### src/rtl/axi_wr_dos_guard.sv
// AXI4 write-path guard: polices AW/W/B from one untrusted master, closes
// offending bursts cleanly, answers SLVERR upstream and locks the master out.
module axi_wr_dos_guard #(
    parameter int ADDR_W       = 32,
    parameter int DATA_W       = 32,
    parameter int ID_W         = 4,
    parameter int MAX_LEN      = 15,
    parameter int W_TIMEOUT    = 256,
    parameter int TOKEN_MAX    = 4,
    parameter int TOKEN_PERIOD = 64,
    parameter int LOCK_CYCLES  = 1024
) (
    input  logic                clock,
    input  logic                reset,
    // upstream (untrusted master)
    input  logic                s_awvalid,
    output logic                s_awready,
    input  logic [ADDR_W-1:0]   s_awaddr,
    input  logic [7:0]          s_awlen,
    input  logic [2:0]          s_awsize,
    input  logic [1:0]          s_awburst,
    input  logic [ID_W-1:0]     s_awid,
    input  logic                s_wvalid,
    output logic                s_wready,
    input  logic [DATA_W-1:0]   s_wdata,
    input  logic [DATA_W/8-1:0] s_wstrb,
    input  logic                s_wlast,
    output logic                s_bvalid,
    input  logic                s_bready,
    output logic [1:0]          s_bresp,
    output logic [ID_W-1:0]     s_bid,
    // downstream (interconnect slave port)
    output logic                m_awvalid,
    input  logic                m_awready,
    output logic [ADDR_W-1:0]   m_awaddr,
    output logic [7:0]          m_awlen,
    output logic [2:0]          m_awsize,
    output logic [1:0]          m_awburst,
    output logic [ID_W-1:0]     m_awid,
    output logic                m_wvalid,
    input  logic                m_wready,
    output logic [DATA_W-1:0]   m_wdata,
    output logic [DATA_W/8-1:0] m_wstrb,
    output logic                m_wlast,
    input  logic                m_bvalid,
    output logic                m_bready,
    input  logic [1:0]          m_bresp,
    input  logic [ID_W-1:0]     m_bid,
    // monitoring
    output logic                lock_active,
    output logic                dos_alarm,
    output logic [1:0]          viol_cause,
    output logic [15:0]         viol_count
);

    localparam int WD_W = $clog2(W_TIMEOUT + 1);
    localparam int TK_W = $clog2(TOKEN_MAX + 1);
    localparam int RF_W = $clog2(TOKEN_PERIOD + 1);
    localparam int LK_W = $clog2(LOCK_CYCLES + 1);

    localparam logic [WD_W-1:0] WD_LIMIT  = WD_W'(W_TIMEOUT);
    localparam logic [TK_W-1:0] TK_FULL   = TK_W'(TOKEN_MAX);
    localparam logic [RF_W-1:0] RF_LAST   = RF_W'(TOKEN_PERIOD - 1);
    localparam logic [LK_W-1:0] LK_LAST   = LK_W'(LOCK_CYCLES - 1);
    localparam logic [7:0]      MAX_LEN_V = 8'(MAX_LEN);
    localparam logic [1:0]      RESP_SLVERR = 2'b10;

    typedef enum logic [3:0] {
        IDLE, AW_FWD, DATA, FLUSH, FLUSH_RESP, RESP, DRAIN, ERR_RESP, LOCKOUT
    } state_t;

    function automatic logic [WD_W-1:0] wd_sat_inc(input logic [WD_W-1:0] v);
        return (v >= WD_LIMIT) ? WD_LIMIT : v + WD_W'(1);
    endfunction

    function automatic logic [15:0] cnt_sat_inc(input logic [15:0] v);
        return (v == 16'hFFFF) ? v : v + 16'd1;
    endfunction

    state_t            state_q, state_d;
    logic [WD_W-1:0]   wdog_q, wdog_d;
    logic [7:0]        beat_cnt_q, beat_cnt_d;
    logic [TK_W-1:0]   tokens_q, tokens_d;
    logic [RF_W-1:0]   refill_cnt_q, refill_cnt_d;
    logic [LK_W-1:0]   lock_cnt_q, lock_cnt_d;
    logic              mismatch_q, mismatch_d;
    logic [1:0]        viol_cause_q, viol_cause_d;
    logic [15:0]       viol_count_q, viol_count_d;
    logic              dos_alarm_q, dos_alarm_d;

    logic [ADDR_W-1:0] addr_q, addr_d;
    logic [7:0]        len_q, len_d;
    logic [2:0]        size_q, size_d;
    logic [1:0]        burst_q, burst_d;
    logic [ID_W-1:0]   id_q, id_d;

    logic              aw_load;
    logic              consume;
    logic              refill;
    logic              gen_last;
    logic [WD_W-1:0]   wdog_inc;
    logic              wd_expire;

    assign gen_last  = (beat_cnt_q == len_q);
    assign wdog_inc  = wd_sat_inc(wdog_q);
    assign wd_expire = (wdog_inc == WD_LIMIT);
    assign refill    = (refill_cnt_q == RF_LAST);

    assign m_awaddr    = addr_q;
    assign m_awlen     = len_q;
    assign m_awsize    = size_q;
    assign m_awburst   = burst_q;
    assign m_awid      = id_q;
    assign lock_active = (state_q == LOCKOUT);
    assign dos_alarm   = dos_alarm_q;
    assign viol_cause  = viol_cause_q;
    assign viol_count  = viol_count_q;

    always_comb begin
        state_d      = state_q;
        wdog_d       = '0;
        beat_cnt_d   = beat_cnt_q;
        lock_cnt_d   = '0;
        mismatch_d   = mismatch_q;
        viol_cause_d = viol_cause_q;
        dos_alarm_d  = 1'b0;
        aw_load      = 1'b0;
        consume      = 1'b0;

        s_awready = 1'b0;
        s_wready  = 1'b0;
        s_bvalid  = 1'b0;
        s_bresp   = 2'b00;
        s_bid     = id_q;
        m_awvalid = 1'b0;
        m_wvalid  = 1'b0;
        m_wdata   = s_wdata;
        m_wstrb   = s_wstrb;
        m_wlast   = gen_last;
        m_bready  = 1'b0;

        case (state_q)
            IDLE: begin
                s_awready = (tokens_q != '0) && !reset;
                if (s_awvalid && (tokens_q != '0)) begin
                    aw_load    = 1'b1;
                    consume    = 1'b1;
                    beat_cnt_d = '0;
                    mismatch_d = 1'b0;
                    if (s_awlen <= MAX_LEN_V) begin
                        state_d = AW_FWD;
                    end else begin
                        state_d      = DRAIN;
                        dos_alarm_d  = 1'b1;
                        viol_cause_d = 2'd1;
                    end
                end
            end
            AW_FWD: begin
                m_awvalid = 1'b1;
                if (m_awready) state_d = DATA;
            end
            DATA: begin
                m_wvalid = s_wvalid;
                s_wready = m_wready;
                wdog_d   = wdog_q;
                if (s_wvalid && m_wready) begin
                    wdog_d     = '0;
                    beat_cnt_d = beat_cnt_q + 8'd1;
                    if (s_wlast != gen_last) mismatch_d = 1'b1;
                    if (gen_last) state_d = RESP;
                end else if (!s_wvalid) begin
                    // only an idle master counts; a stalled interconnect does not
                    wdog_d = wdog_inc;
                    if (wd_expire) begin
                        state_d      = FLUSH;
                        dos_alarm_d  = 1'b1;
                        viol_cause_d = 2'd2;
                    end
                end
            end
            FLUSH: begin
                m_wvalid = 1'b1;
                m_wdata  = '0;
                m_wstrb  = '0;
                if (m_wready) begin
                    beat_cnt_d = beat_cnt_q + 8'd1;
                    if (gen_last) state_d = FLUSH_RESP;
                end
            end
            FLUSH_RESP: begin
                m_bready = 1'b1;
                if (m_bvalid) state_d = ERR_RESP;
            end
            RESP: begin
                s_bvalid = m_bvalid;
                m_bready = s_bready;
                s_bid    = m_bid;
                s_bresp  = mismatch_q ? RESP_SLVERR : m_bresp;
                if (m_bvalid && s_bready) begin
                    if (mismatch_q) begin
                        state_d      = LOCKOUT;
                        dos_alarm_d  = 1'b1;
                        viol_cause_d = 2'd3;
                    end else begin
                        state_d = IDLE;
                    end
                end
            end
            DRAIN: begin
                s_wready = 1'b1;
                if (s_wvalid) begin
                    beat_cnt_d = beat_cnt_q + 8'd1;
                    if (gen_last) state_d = ERR_RESP;
                end else begin
                    wdog_d = wdog_inc;
                    if (wd_expire) state_d = ERR_RESP;
                end
            end
            ERR_RESP: begin
                s_bvalid = 1'b1;
                s_bresp  = RESP_SLVERR;
                s_bid    = id_q;
                if (s_bready) begin
                    state_d = LOCKOUT;
                end else begin
                    wdog_d = wdog_inc;
                    if (wd_expire) state_d = LOCKOUT;
                end
            end
            LOCKOUT: begin
                lock_cnt_d = lock_cnt_q + LK_W'(1);
                if (lock_cnt_q == LK_LAST) state_d = IDLE;
            end
            default: state_d = IDLE;
        endcase

        // each watched state starts its idle count from zero
        if (state_d != state_q) wdog_d = '0;

        viol_count_d = dos_alarm_d ? cnt_sat_inc(viol_count_q) : viol_count_q;

        refill_cnt_d = refill ? '0 : refill_cnt_q + RF_W'(1);
        tokens_d     = tokens_q;
        if (refill && !consume) begin
            if (tokens_q != TK_FULL) tokens_d = tokens_q + TK_W'(1);
        end else if (consume && !refill) begin
            tokens_d = tokens_q - TK_W'(1);
        end

        addr_d  = aw_load ? s_awaddr  : addr_q;
        len_d   = aw_load ? s_awlen   : len_q;
        size_d  = aw_load ? s_awsize  : size_q;
        burst_d = aw_load ? s_awburst : burst_q;
        id_d    = aw_load ? s_awid    : id_q;
    end

    always_ff @(posedge clock or posedge reset) begin
        if (reset) begin
            state_q      <= IDLE;
            wdog_q       <= '0;
            beat_cnt_q   <= '0;
            tokens_q     <= TK_FULL;
            refill_cnt_q <= '0;
            lock_cnt_q   <= '0;
            mismatch_q   <= 1'b0;
            viol_cause_q <= 2'd0;
            viol_count_q <= '0;
            dos_alarm_q  <= 1'b0;
        end else begin
            state_q      <= state_d;
            wdog_q       <= wdog_d;
            beat_cnt_q   <= beat_cnt_d;
            tokens_q     <= tokens_d;
            refill_cnt_q <= refill_cnt_d;
            lock_cnt_q   <= lock_cnt_d;
            mismatch_q   <= mismatch_d;
            viol_cause_q <= viol_cause_d;
            viol_count_q <= viol_count_d;
            dos_alarm_q  <= dos_alarm_d;
        end
    end

    // latched AW fields are pure data and are only meaningful after a load
    always_ff @(posedge clock) begin
        addr_q  <= addr_d;
        len_q   <= len_d;
        size_q  <= size_d;
        burst_q <= burst_d;
        id_q    <= id_d;
    end

endmodule
### config.mk
export PLATFORM = sky130hd
export DESIGN_NAME = axi_wr_dos_guard
export DESIGN_NICKNAME = d
export VERILOG_FILES = /design/src/rtl/axi_wr_dos_guard.sv
export SDC_FILE = /design/constraint.sdc
export NUM_CORES = 1
export LEC_CHECK = 0
export CORE_ASPECT_RATIO = 0.5
export CORE_MARGIN = 5
export CORE_UTILIZATION = 46
export CTS_BUF_LIST = sky130_fd_sc_hd__clkbuf_16
export CTS_CLUSTER_DIAMETER = 200
export DETAILED_ROUTE_END_ITERATION = 12
export PLACE_DENSITY = 0.85
export SLEW_MARGIN = 0
export SYNTH_ARGS = -nofsm -noshare
export SYNTH_HDL_FRONTEND = slang
export SYNTH_SLANG_ARGS = --single-unit
export TNS_END_PERCENT = 20
### constraint.sdc
create_clock -name clock -period 6.45 [get_ports clock]
set_input_delay 0.9675 -clock clock [delete_from_list [all_inputs] [get_ports clock]]
set_output_delay 0.9675 -clock clock [all_outputs]
set_load 0.01 [all_outputs]
## Yosys cells after proc, flatten, opt, wreduce, memory -nomap -nowiden

Cells that the tools add are included.

| storage, ports and cells | value |
|---|---|
| register bits after elaboration | 111 |
| input port bits | 100 |
| output and inout bits | 118 |
| logic and storage cells | 143 |

| cells by class | value |
|---|---|
| add/sub/neg operators | 7 |
| order comparisons | 2 |
| equality and inequality tests | 29 |
| mux-type cells | 69 |
| bitwise operators | 1 |
| reductions and logical operators | 20 |

Operator list:

| cell | count |
|---|---|
| $mux 4 | 19 |
| $mux 9 | 6 |
| $pmux 4 s9 | 1 |
| $mux 32 | 1 |
| $mux 8 | 4 |
| $pmux 8 s4 | 1 |
| $pmux 9 s3 | 1 |
| $ne 2x2->1 const B | 11 |
| $add 16x1->16 const B | 1 |
| $eq 16x16->1 const B | 1 |
| $eq 4x3->1 const B | 4 |
| $mux 2 | 8 |
| $mux 1 | 14 |
| $mux 3 | 4 |
| $add 11x1->11 const B | 1 |
| $eq 11x10->1 const B | 1 |
| $mux 11 | 1 |
| $pmux 1 s2 | 5 |
| $add 9x1->9 const B | 1 |
| $eq 9x9->1 const B | 1 |
| $ge 9x9->1 const B | 1 |
| $add 8x1->8 const B | 1 |
| $eq 4x2->1 const B | 2 |
| $eq 8x8->1 | 1 |
| other kinds (27) | 37 |

## Depth between registers and ports, before layout

Gate-level depths: netlist of run 1.

| logic depth | value |
|---|---|
| word-level depth | 9 |
| mapped depth | 9 |
| mapped depth without buffers | 9 |

## Worst setup path after synthesis of run 1

Ideal clock, no wire load.

| timing | value |
|---|---|
| path type | input port to output port |
| start point | input port reset |
| end point | output port s_awready |
| arrival | 2.654 ns |
| required time | 5.483 ns |
| path slack | 2.828 ns |
| stages on the path | 2 |
| path buffers | 0 |
| path through | inv_1 and3_1 |

| on the way | value |
|---|---|
| word-level cells in the longest chain between the ends | 3 |

RTL lines:

| what | line | RTL |
|---|---|---|
| start, declared | 14 | `input logic reset,` |
| $logic_not 1->1 (no line) | -- |  |
| $logic_and 1x1->1 | 144 | `s_awready = (tokens_q != '0) && !reset;` |
| $mux 1 | 142 | `case (state_q)` |
| end, declared | 17 | `output logic s_awready,` |

No other way between the ends.

## Final worst setup path of run 1

| timing | value |
|---|---|
| start point | register state_q[3] |
| end point | output port m_wdata[5] |

| on the way | value |
|---|---|
| word-level cells in the longest chain between the ends | 2 |

RTL lines:

| what | line | RTL |
|---|---|---|
| start, declared | 80 | `state_t state_q, state_d;` |
| start signal, assigned | 271 | `state_q <= state_d;` |
| $eq 4x2->1 | 142 |  |
| $mux 32 | 142 |  |
| end, declared | 42 | `output logic [DATA_W-1:0] m_wdata,` |

No other way between the ends.

==> results_dict.tcl, run 1 <==
set metrics [dict create \
    cp.required_ps 5480 \
    post_cts.repair.setup_buffers 0 \
    min-delay-path-class "reg -> reg" \
    fill_cells 784 \
    worst_setup_path_start_kind "flop" \
    p_comb_share_pct 7.9 \
    pwr-share-clk_pct 40.2 \
    fin_nets 770 \
    power.switching_mw 0.298 \
    drtPass1Iterations 6 \
    crit_fanout 39 \
    grt_util_all_layers_pct 21.1 \
    maxCapViolCount 0 \
    ctsLongestPathBuffers 2 \
    fp.dieArea_mm2 0.0136 \
    total_power_mw 1.42 \
    setup-tns-final_ps 0 \
    vias 4252 \
    htreeDepth 3 \
    async_reset_ff_share_pct 55.9 \
    final-max-slew-violation-count 0 \
    synth_cell_types 55 \
    synth_top_cell_by_area "dfrtp_1" \
    worstSetupPathType "reg -> out" \
    clockRootBuffer "clkbuf_16" \
    intPower_mw 1.12 \
    ys_seq_area_share_pct 58.5 \
    grt_overflow 0 \
    coreArea_mm2 0.0110 \
    io_buffers 217 \
    final_hold_viol_count 0 \
    leakagePower_nw 3.04 \
    min_period_ps 3810 \
    layout_commonest_cell "clkdlybuf4s50_1" \
    max-slew-margin-rel_pct 33.1 \
    cts-resized-gates 0 \
    ff_latch_area_mm2 0.00302 \
    critPathArrivalTime_ps 2850 \
    hpwl_um 10700 \
    switching_share_pct 21.0 \
    ys_seq_elements 111 \
    setup.worst_path.start "state_q[3]" \
    multi_input_area_mm2 0.00203 \
    drt_wl_total_um 14200 \
    area_growth_syn_to_layout_pct 50.6 \
    start_util_pct 47.1 \
    clk_latency_ps 360 \
    num_antenna_cells 0 \
    cts_sinks 111 \
    r2r_start "tokens_q[0]" \
    final_antenna_net_count 0 \
    fp.dieH_um 85.0 \
    seqPwrFrac_pct 52.0 \
    gpl.final_weighted_congestion 0.849 \
    syn_nets 554 \
    antenna_found_initial 0 \
    rsz0062_at_grt "no" \
    cts_tree "done" \
    synth_top_cell_area_share_pct 29.5 \
    holdBufCountCts 0 \
    fin_skew_ps 13.2 \
    grt_pass1_vias 4334 \
    drtIter0Drc 338 \
    synth_ff_type "dfrtp_1" \
    p_per_area_mw_per_mm2 183 \
    final_cell_mix "clkdlybuf4s50_1, dfrtp_1, edfxtp_1" \
    post_drt_via_cell_ratio 5.23 \
    wl_per_cell_um 17.4 \
    path_clk_slew_ps 70 \
    finalSetupViolCount 0 \
    endpoint "m_wdata[5]" \
    grt_first_pass_wirelength_um 22800 \
    worstRegToRegCells 10 \
    boundaryPins 218 \
    fin_area_mm2 0.00778 \
    tightest_slew_ps 1000 \
    grt_max_degree 63 \
    cts_buffers 9 \
    synthTopCellsByArea "dfrtp_1, edfxtp_1, and2_1" \
    drc 0 \
    postSynthCellCount 447 \
    drive_gt1_share_pct 5.39 \
    fp.dieW_um 160 \
    rows 27 \
    status "completed" \
    yosys_warnings 0 \
    reg2reg_slack_ps 3370 \
    synth_edf_count 49 \
    period_share_pct 59.1 \
    postPlaceCellArea_mm2 0.00748 \
    syn-mean-instance-area_um2 11.6 \
    fmax_ghz 0.262 \
    regToRegEndpoint "tokens_q[2]" \
    vdd_drop_max_mv 0.111 \
    syn_area_mm2 0.00517 \
    cp-end-kind "output pin" \
]
## state kept, by name (all words and copies together) (netlist names), 4 cells and up
signal	count
lock_cnt_q	11
refill_cnt_q	7
wdog_q	9
state_q	4
viol_count	16
beat_cnt_q	8
m_awaddr	32
m_awlen	8
m_awid	4
## layer usage
| layer | global-route usage [%] | wire, µm | share of wire, % | up-vias |
|---|---|---|---|---|
| li1 | - | - | - | 2013 |
| met1 | 25.3 | 5690 | 40 | 2047 |
| met2 | 37.5 | 7220 | 51 | 174 |
| met3 | 7.42 | 1120 | 7.9 | 18 |
| met4 | 4.29 | 145 | 1.0 | 0 |
| met5 | 0 | 0 | 0 | - |
## synth_stat cells (2+ instances only)
master,n
a21o_1,5
a21oi_1,6
a31oi_1,3
and2_1,40
and3_1,12
and3b_1,2
buf_2,5
clkbuf_1,9
dfrtp_1,61
edfxtp_1,49
ha_1,6
inv_1,15
mux2_2,5
mux2i_1,3
nand2_1,28
nand2b_1,5
nand3_1,24
nand3b_1,2
nand4_1,12
nor2_1,32
nor2b_1,5
nor3_1,13
nor3_2,2
nor3b_1,4
nor4_1,3
nor4_4,3
o21ai_0,19
o21bai_1,2
o22ai_1,3
o311ai_0,2
or3_1,3
xnor2_1,27
xor2_1,15
## area by class of cell
cell class	count	share of cell area (%)
timing repair buffer	219	28.1
inverter	15	0.723
sequential	111	38.9
clock inverter	7	1.01
multi-input combinational	307	26.1
tap	145	2.33
clock buffer	9	2.89
## cells by family (layout without fill, tap and decap cells)
| family | Yosys count | in the layout | synth area share [%] |
|---|---|---|---|
| AO/OA/AOI/OAI | 53 | 53 | 6.95 |
| multiplexers | 8 | 8 | 1.67 |
| buffers and inverters | 29 | 250 | 2.23 |
| flip-flops | 111 | 111 | 58.5 |
| AND/OR/NAND/NOR | 197 | 197 | 21.7 |
| adder cells (fa/ha/maj) | 7 | 7 | 1.84 |
| XOR/XNOR | 42 | 42 | 7.12 |
## metrics by stage
stage	util [%]	hold WS, ps	setup WS (ps)	instances
2_1_floorplan	-	433	2830	447
3_3_place_gp	68.1	445	3000	797
3_5_place_dp	68.1	457	2950	797
4_1_cts	70.9	467	2560	813
5_1_grt	70.9	494	2270	813
6_report	70.9	463	2640	813
## worst min-delay path by stage
| stage | cells after the start | startpoint | slack (ps) | end |
|---|---|---|---|---|
| after CTS | 1 | refill_cnt_q[0] | 470 | refill_cnt_q[0] |
| after detailed placement | 1 | refill_cnt_q[0] | 460 | refill_cnt_q[0] |
| after floorplan | 1 | refill_cnt_q[0] | 430 | refill_cnt_q[0] |
| final | 1 | refill_cnt_q[0] | 460 | refill_cnt_q[0] |
| after global routing | 1 | refill_cnt_q[0] | 490 | refill_cnt_q[0] |
| after global placement | 1 | refill_cnt_q[0] | 440 | refill_cnt_q[0] |
## worst max-delay path: stages, from the launching register on
cell	delay, ps
dfrtp_1	560
nor2_1	240
nand3_1	730
and2_1	470
clkdlybuf4s50_1	490
## power by group through the flow
stage	registers, mW	clock network (mW)	logic (mW)
finish	0.738	0.571	0.112
global placement	0.753	0	0.111
floorplan	0.753	0	0.0235
detailed placement	0.753	0	0.112
CTS	0.738	0.578	0.113
global route	0.738	0.616	0.121
No activity file was read; power rests on OpenSTA's default activity.
==> inputs of run 2 (changes only) <==
- CORE_UTILIZATION: 46 -> 39
- PLACE_DENSITY: 0.85 -> 0.76
- clock period: 6.45 -> 3.3 ns (I/O delays scaled with it)
==> run 2 against run 1 <==
Effect of this change: design area grew 1.3%; clock power grew 98%; die area grew 16%; combinational power grew 98%; sequential share of layout area shrank 0.49 points; hold slack lost 4.3 ps; sequential power grew 95%; global-route usage shrank 2.7 points; largest cell class unchanged; non-clock buffer count grew 7; setup slack lost 2400 ps; via count shrank 0.47%.
==> results_dict.tcl, run 2 (synthesis gave the netlist of run 1 again) <==
set metrics [dict create \
    status "completed" \
    coreArea_mm2 0.0128 \
    cts-resized-gates 0 \
    grt_pass1_vias 4337 \
    clockRootBuffer "clkbuf_16" \
    drtIter0Drc 247 \
    boundaryPins 218 \
    drive_gt1_share_pct 6.52 \
    holdBufCountCts 0 \
    area_growth_syn_to_layout_pct 52.5 \
    post_drt_via_cell_ratio 5.01 \
    cp-end-kind "output pin" \
    rsz0062_at_grt "no" \
    io_buffers 217 \
    fin_skew_ps 8.70 \
    leakagePower_nw 3.08 \
    grt_max_degree 63 \
    hold_ws_ps 458 \
    grt_overflow 0 \
    grt_first_pass_wirelength_um 23500 \
    fp.dieW_um 173 \
    rows 29 \
    crit_fanout 14 \
    clk_latency_ps 350 \
    period_share_pct 94.1 \
    drc 0 \
    setup-tns-final_ps 0 \
    ctsLongestPathBuffers 2 \
    largest_register_ffs 32 \
    final-max-slew-violation-count 0 \
    path_clk_slew_ps 80 \
    gpl.final_weighted_congestion 0.868 \
    worstSetupPathType "reg -> out" \
    total_power_mw 2.80 \
    finalSetupViolCount 0 \
    max-slew-margin-rel_pct 47.3 \
    fin_area_mm2 0.00788 \
    critPathArrivalTime_ps 2610 \
    cts_sinks 111 \
    cp.required_ps 2800 \
    fp.dieH_um 91.4 \
    stdcell_count 845 \
    multi_input_area_mm2 0.00203 \
    postPlaceCellArea_mm2 0.00756 \
    p_per_area_mw_per_mm2 355 \
    antenna_found_initial 1 \
    start_util_pct 40.4 \
    vdd_drop_max_mv 0.244 \
    htreeDepth 3 \
    num_antenna_cells 0 \
    layout_commonest_cell "clkdlybuf4s50_1" \
    cts_tree "done" \
    wl_per_cell_um 17.2 \
    fin_nets 777 \
    hpwl_um 11300 \
    drtPass1Iterations 4 \
    worst_setup_path_start_kind "flop" \
    ff_latch_area_mm2 0.00302 \
    min_period_ps 3100 \
    final_antenna_net_count 0 \
    fmax_ghz 0.322 \
    final_cell_mix "clkdlybuf4s50_1, dfrtp_1, edfxtp_1" \
    final_hold_viol_count 0 \
    grt_util_all_layers_pct 18.4 \
    cts_buffers 9 \
    vias 4232 \
    tightest_slew_ps 790 \
    post_cts.repair.setup_buffers 0 \
    min-delay-path-class "reg -> reg" \
    fill_cells 1035 \
    place_inst 829 \
    drt_wl_total_um 14600 \
    maxCapViolCount 0 \
    fp.dieArea_mm2 0.0158 \
]
run 2: changes by cell type in the layout (fill, tap and decap cells not counted):
cell       previous run  this run
buf_4                 2         9
inv_6                 3         0
bufinv_16             1         0
clkbuf_16             9        10
clkinv_8              0         1
inv_1                14        13
inv_12                0         1
inv_4                 0         1
inv_8                 1         2
run 2: where the power goes:
part           switching [mW]  total [mW]  internal [mW]
Clock                   0.547        1.13          0.587
Sequential                  0        1.44           1.44
Combinational          0.0698       0.222          0.152
run 2: worst paths after layout:
path / depth (start not counted) / to / slack (ps) / from
setup / recovery: 4 / s_bid[0] / 200 / state_q[2]
hold / removal: 1 / lock_cnt_q[0] / 460 / lock_cnt_q[0]
setup reg to reg: 9 / tokens_q[2] / 800 / tokens_q[0]
hold reg to reg: 1 / lock_cnt_q[0] / 460 / lock_cnt_q[0]
max in group asynchronous: 3 / lock_cnt_q[5] / 2020 / reset
min in group asynchronous: 3 / viol_count[9] / 750 / reset
run 2: metrics by stage:
stage / util, % / worst slack, ps
2_1_floorplan: - / 230
6_report: 61.5 / 196
3_5_place_dp: 59.0 / 591
3_3_place_gp: 59.0 / 682
5_1_grt: 61.5 / 71.0
4_1_cts: 61.5 / 205
run 2: critical path, cell delays in order, from the launching register on:
cell and delay [ps]:
dfrtp_1 620, nand2b_1 180, nor2_1 570, mux2_2 410, clkdlybuf4s50_1 480
run 2: layout make-up:
class / count / share of cell area [%]
Clock buffer: 10 / 3.18
Multi-Input combinational cell: 307 / 25.8
Sequential cell: 111 / 38.4
Clock inverter: 6 / 0.873
Timing Repair Buffer: 226 / 28.4
Tap cell: 170 / 2.70
Inverter: 15 / 0.714
run 2: per-layer routing:
| metal | global-route usage (%) | part of all wire [%] | up-vias |
|---|---|---|---|
| met5 | 0 | 0 | - |
| met3 | 7.10 | 7.7 | 10 |
| met1 | 21.7 | 40 | 2068 |
| met2 | 32.7 | 51 | 121 |
| li1 | - | - | 2033 |
| met4 | 3.34 | 0.71 | 0 |
==> patch, RTL diff (settings of run 1) <==
Set the parameter `LOCK_CYCLES` to 512 (it was 1024).
--- a/src/rtl/axi_wr_dos_guard.sv
+++ b/src/rtl/axi_wr_dos_guard.sv
@@ -8,7 +8,7 @@
     parameter int W_TIMEOUT    = 256,
     parameter int TOKEN_MAX    = 4,
     parameter int TOKEN_PERIOD = 64,
-    parameter int LOCK_CYCLES  = 1024
+    parameter int LOCK_CYCLES  = 512
 ) (
     input  logic                clock,
     input  logic                reset,
Behaviour: same outputs for any inputs over 4 cycles, from zero or initial values and one cycle with reset high; that may be too few to reach the edited logic, so the function may still have changed.
==> patch against run 1 <==
- design area shrank 0.34%
- critical endpoint is now s_bid[0]
- count of clock-buffer cells in the layout is the same
- synthesized area shrank 0.53%
- largest cell class unchanged
- hold slack got worse by 0.0057 ns
- setup slack worse by 0.079 ns
- sequential cell count shrank 1
- routed wire length down 4.7%
Power is not compared: it rests on default switching activity, and its combinational part moved more than twofold at a synthesized area within 25%.
==> patch: results (changes against run 1) <==
run_status:
  status: "complete, no violations"  # unchanged
worst_setup_path:
  worstReg2RegStart: "state_q[0]"  # was tokens_q[0]
  worstPathArrival_ns: 2.92  # was 2.85 ns
  reg2reg_slack_ns: 2.88  # was 3.37 ns
  r2r_end: "tokens_q[1]"  # was tokens_q[2]
  r2r_cells: 7  # was 10
  crit_fanout: 17  # was 39
routing:
  dr.pass1.iters: 4  # was 6
  vias: 4131  # was 4,252
  drt_iter0_drc: 298  # was 338
  wl_um: 13500  # was 14,200 µm
  post-route-drc-count: 0  # unchanged
global_routing:
  grt_max_degree: 53  # was 63
  grt_use_total: 0.195  # was 0.211
  grt_pass1_wl_um: 21700  # was 22,800 µm
logic_synthesis:
  synth_cell_types: 64  # was 55
  synth_common_cells: "60 x dfrtp_1, 49 x edfxtp_1, 39 x and2_1"  # was 61 x dfrtp_1, 49 x edfxtp_1, 40 x and2_1
  async_flop_share: 0.555  # was 0.559
  yosysSeqAreaShare: 0.583  # was 0.585
  synth.area.top_cells: "dfrtp_1 29%, edfxtp_1 29%, and2_1 4.7%, xnor2_1 4.4%, nor2_1 2.6%"  # was dfrtp_1 30%, edfxtp_1 28%, and2_1 4.8%, xnor2_1 4.6%, xor2_1 2.5%
  synth_nets: 558  # was 554
placed_design:
  dpl-instance-area_mm2: 0.00744  # was 0.00748 mm²
  dp.final_hpwl_um: 10400  # was 10,700 µm
  gp_congestion: 0.852  # was 0.849
hold_path:
  worstHoldPathType: "flop to flop"  # unchanged
  hold_path_end: "refill_cnt_q[0]"  # unchanged
  hold_depth: 1  # unchanged
timing:
  fin_skew_ns: 0.0118  # was 0.0132 ns
  slew_headroom: 0.286  # was 0.331
  fin_hold_ws_ns: 0.457  # was 0.463 ns
clock_tree:
  cts-htree-levels: 3  # unchanged
  cts_sinks: 110  # was 111
  cts.path.max_buffers: 2  # unchanged
  numCtsBuffers: 9  # unchanged
finish:
  final_layout_size_suffix_gt1_frac: 0.0568  # was 0.0539
  nets: 771  # was 770
  fill_cells: 791  # was 784
-- patch: cell type report --
class / count / area [µm²] / area share
multi-input combinational: 308 / 2020 / 0.260
antenna: 1 / 2.50 / 0.000323
clock inverter: 7 / 85.1 / 0.0110
sequential: 110 / 3000 / 0.387
tap: 145 / 181 / 0.0234
clock buffer: 9 / 225 / 0.0290
inverter: 17 / 63.8 / 0.00823
timing repair buffer: 218 / 2180 / 0.281
-- patch: worst max path at each step --
stage / startpoint / to / cells after the start / slack, ns
after floorplan: s_awvalid / tokens_q[1] / 8 / 3.35
after global placement: s_awvalid / tokens_q[1] / 8 / 2.61
after detailed placement: s_awvalid / tokens_q[1] / 8 / 2.50
after CTS: state_q[2] / s_bid[0] / 3 / 2.59
after global routing: state_q[2] / s_bid[2] / 3 / 2.42
final: state_q[2] / s_bid[0] / 3 / 2.56
-- patch: through the flow --
stage | setup WS, ns | cells
global placement | 2.61 | 798
detailed placement | 2.50 | 798
global route | 2.42 | 814
finish | 2.56 | 815
CTS | 2.59 | 814
floorplan | 3.35 | 451
-- patch: critical path, stage by stage, from the launching register on --
cell and delay [ns]:
dfrtp_1 0.66, nor4bb_2 1.00, mux2_2 0.43, clkdlybuf4s50_1 0.48
-- patch: kinds of logic (layout without fill, tap and decap cells) --
kind of cell,after synthesis,count (layout),synth area share
multiplexers,6,6,0.0129
AO/OA/AOI/OAI,60,60,0.0747
adder cells (fa/ha/maj),7,7,0.0185
flip-flops,110,110,0.583
other,0,1,0
XOR/XNOR,37,37,0.0630
AND/OR/NAND/NOR,198,198,0.222
buffers and inverters,33,251,0.0251
-- patch: metal layers --
metal,GRT usage,part of all wire,up-vias
met5,0,0,-
met4,0.0534,0.010,0
met3,0.0510,0.064,11
met2,0.340,0.50,112
met1,0.242,0.42,1974
li1,-,-,2034
-- patch: power breakdown --
part	leakage [nW]	internal [mW]	total [mW]	switching [mW]
Sequential	1.25	0.866	0.988	0.122
Clock	0.153	0.310	0.577	0.267
Combinational	1.58	0.468	0.910	0.442
Total	2.98	1.64	2.47	0.831
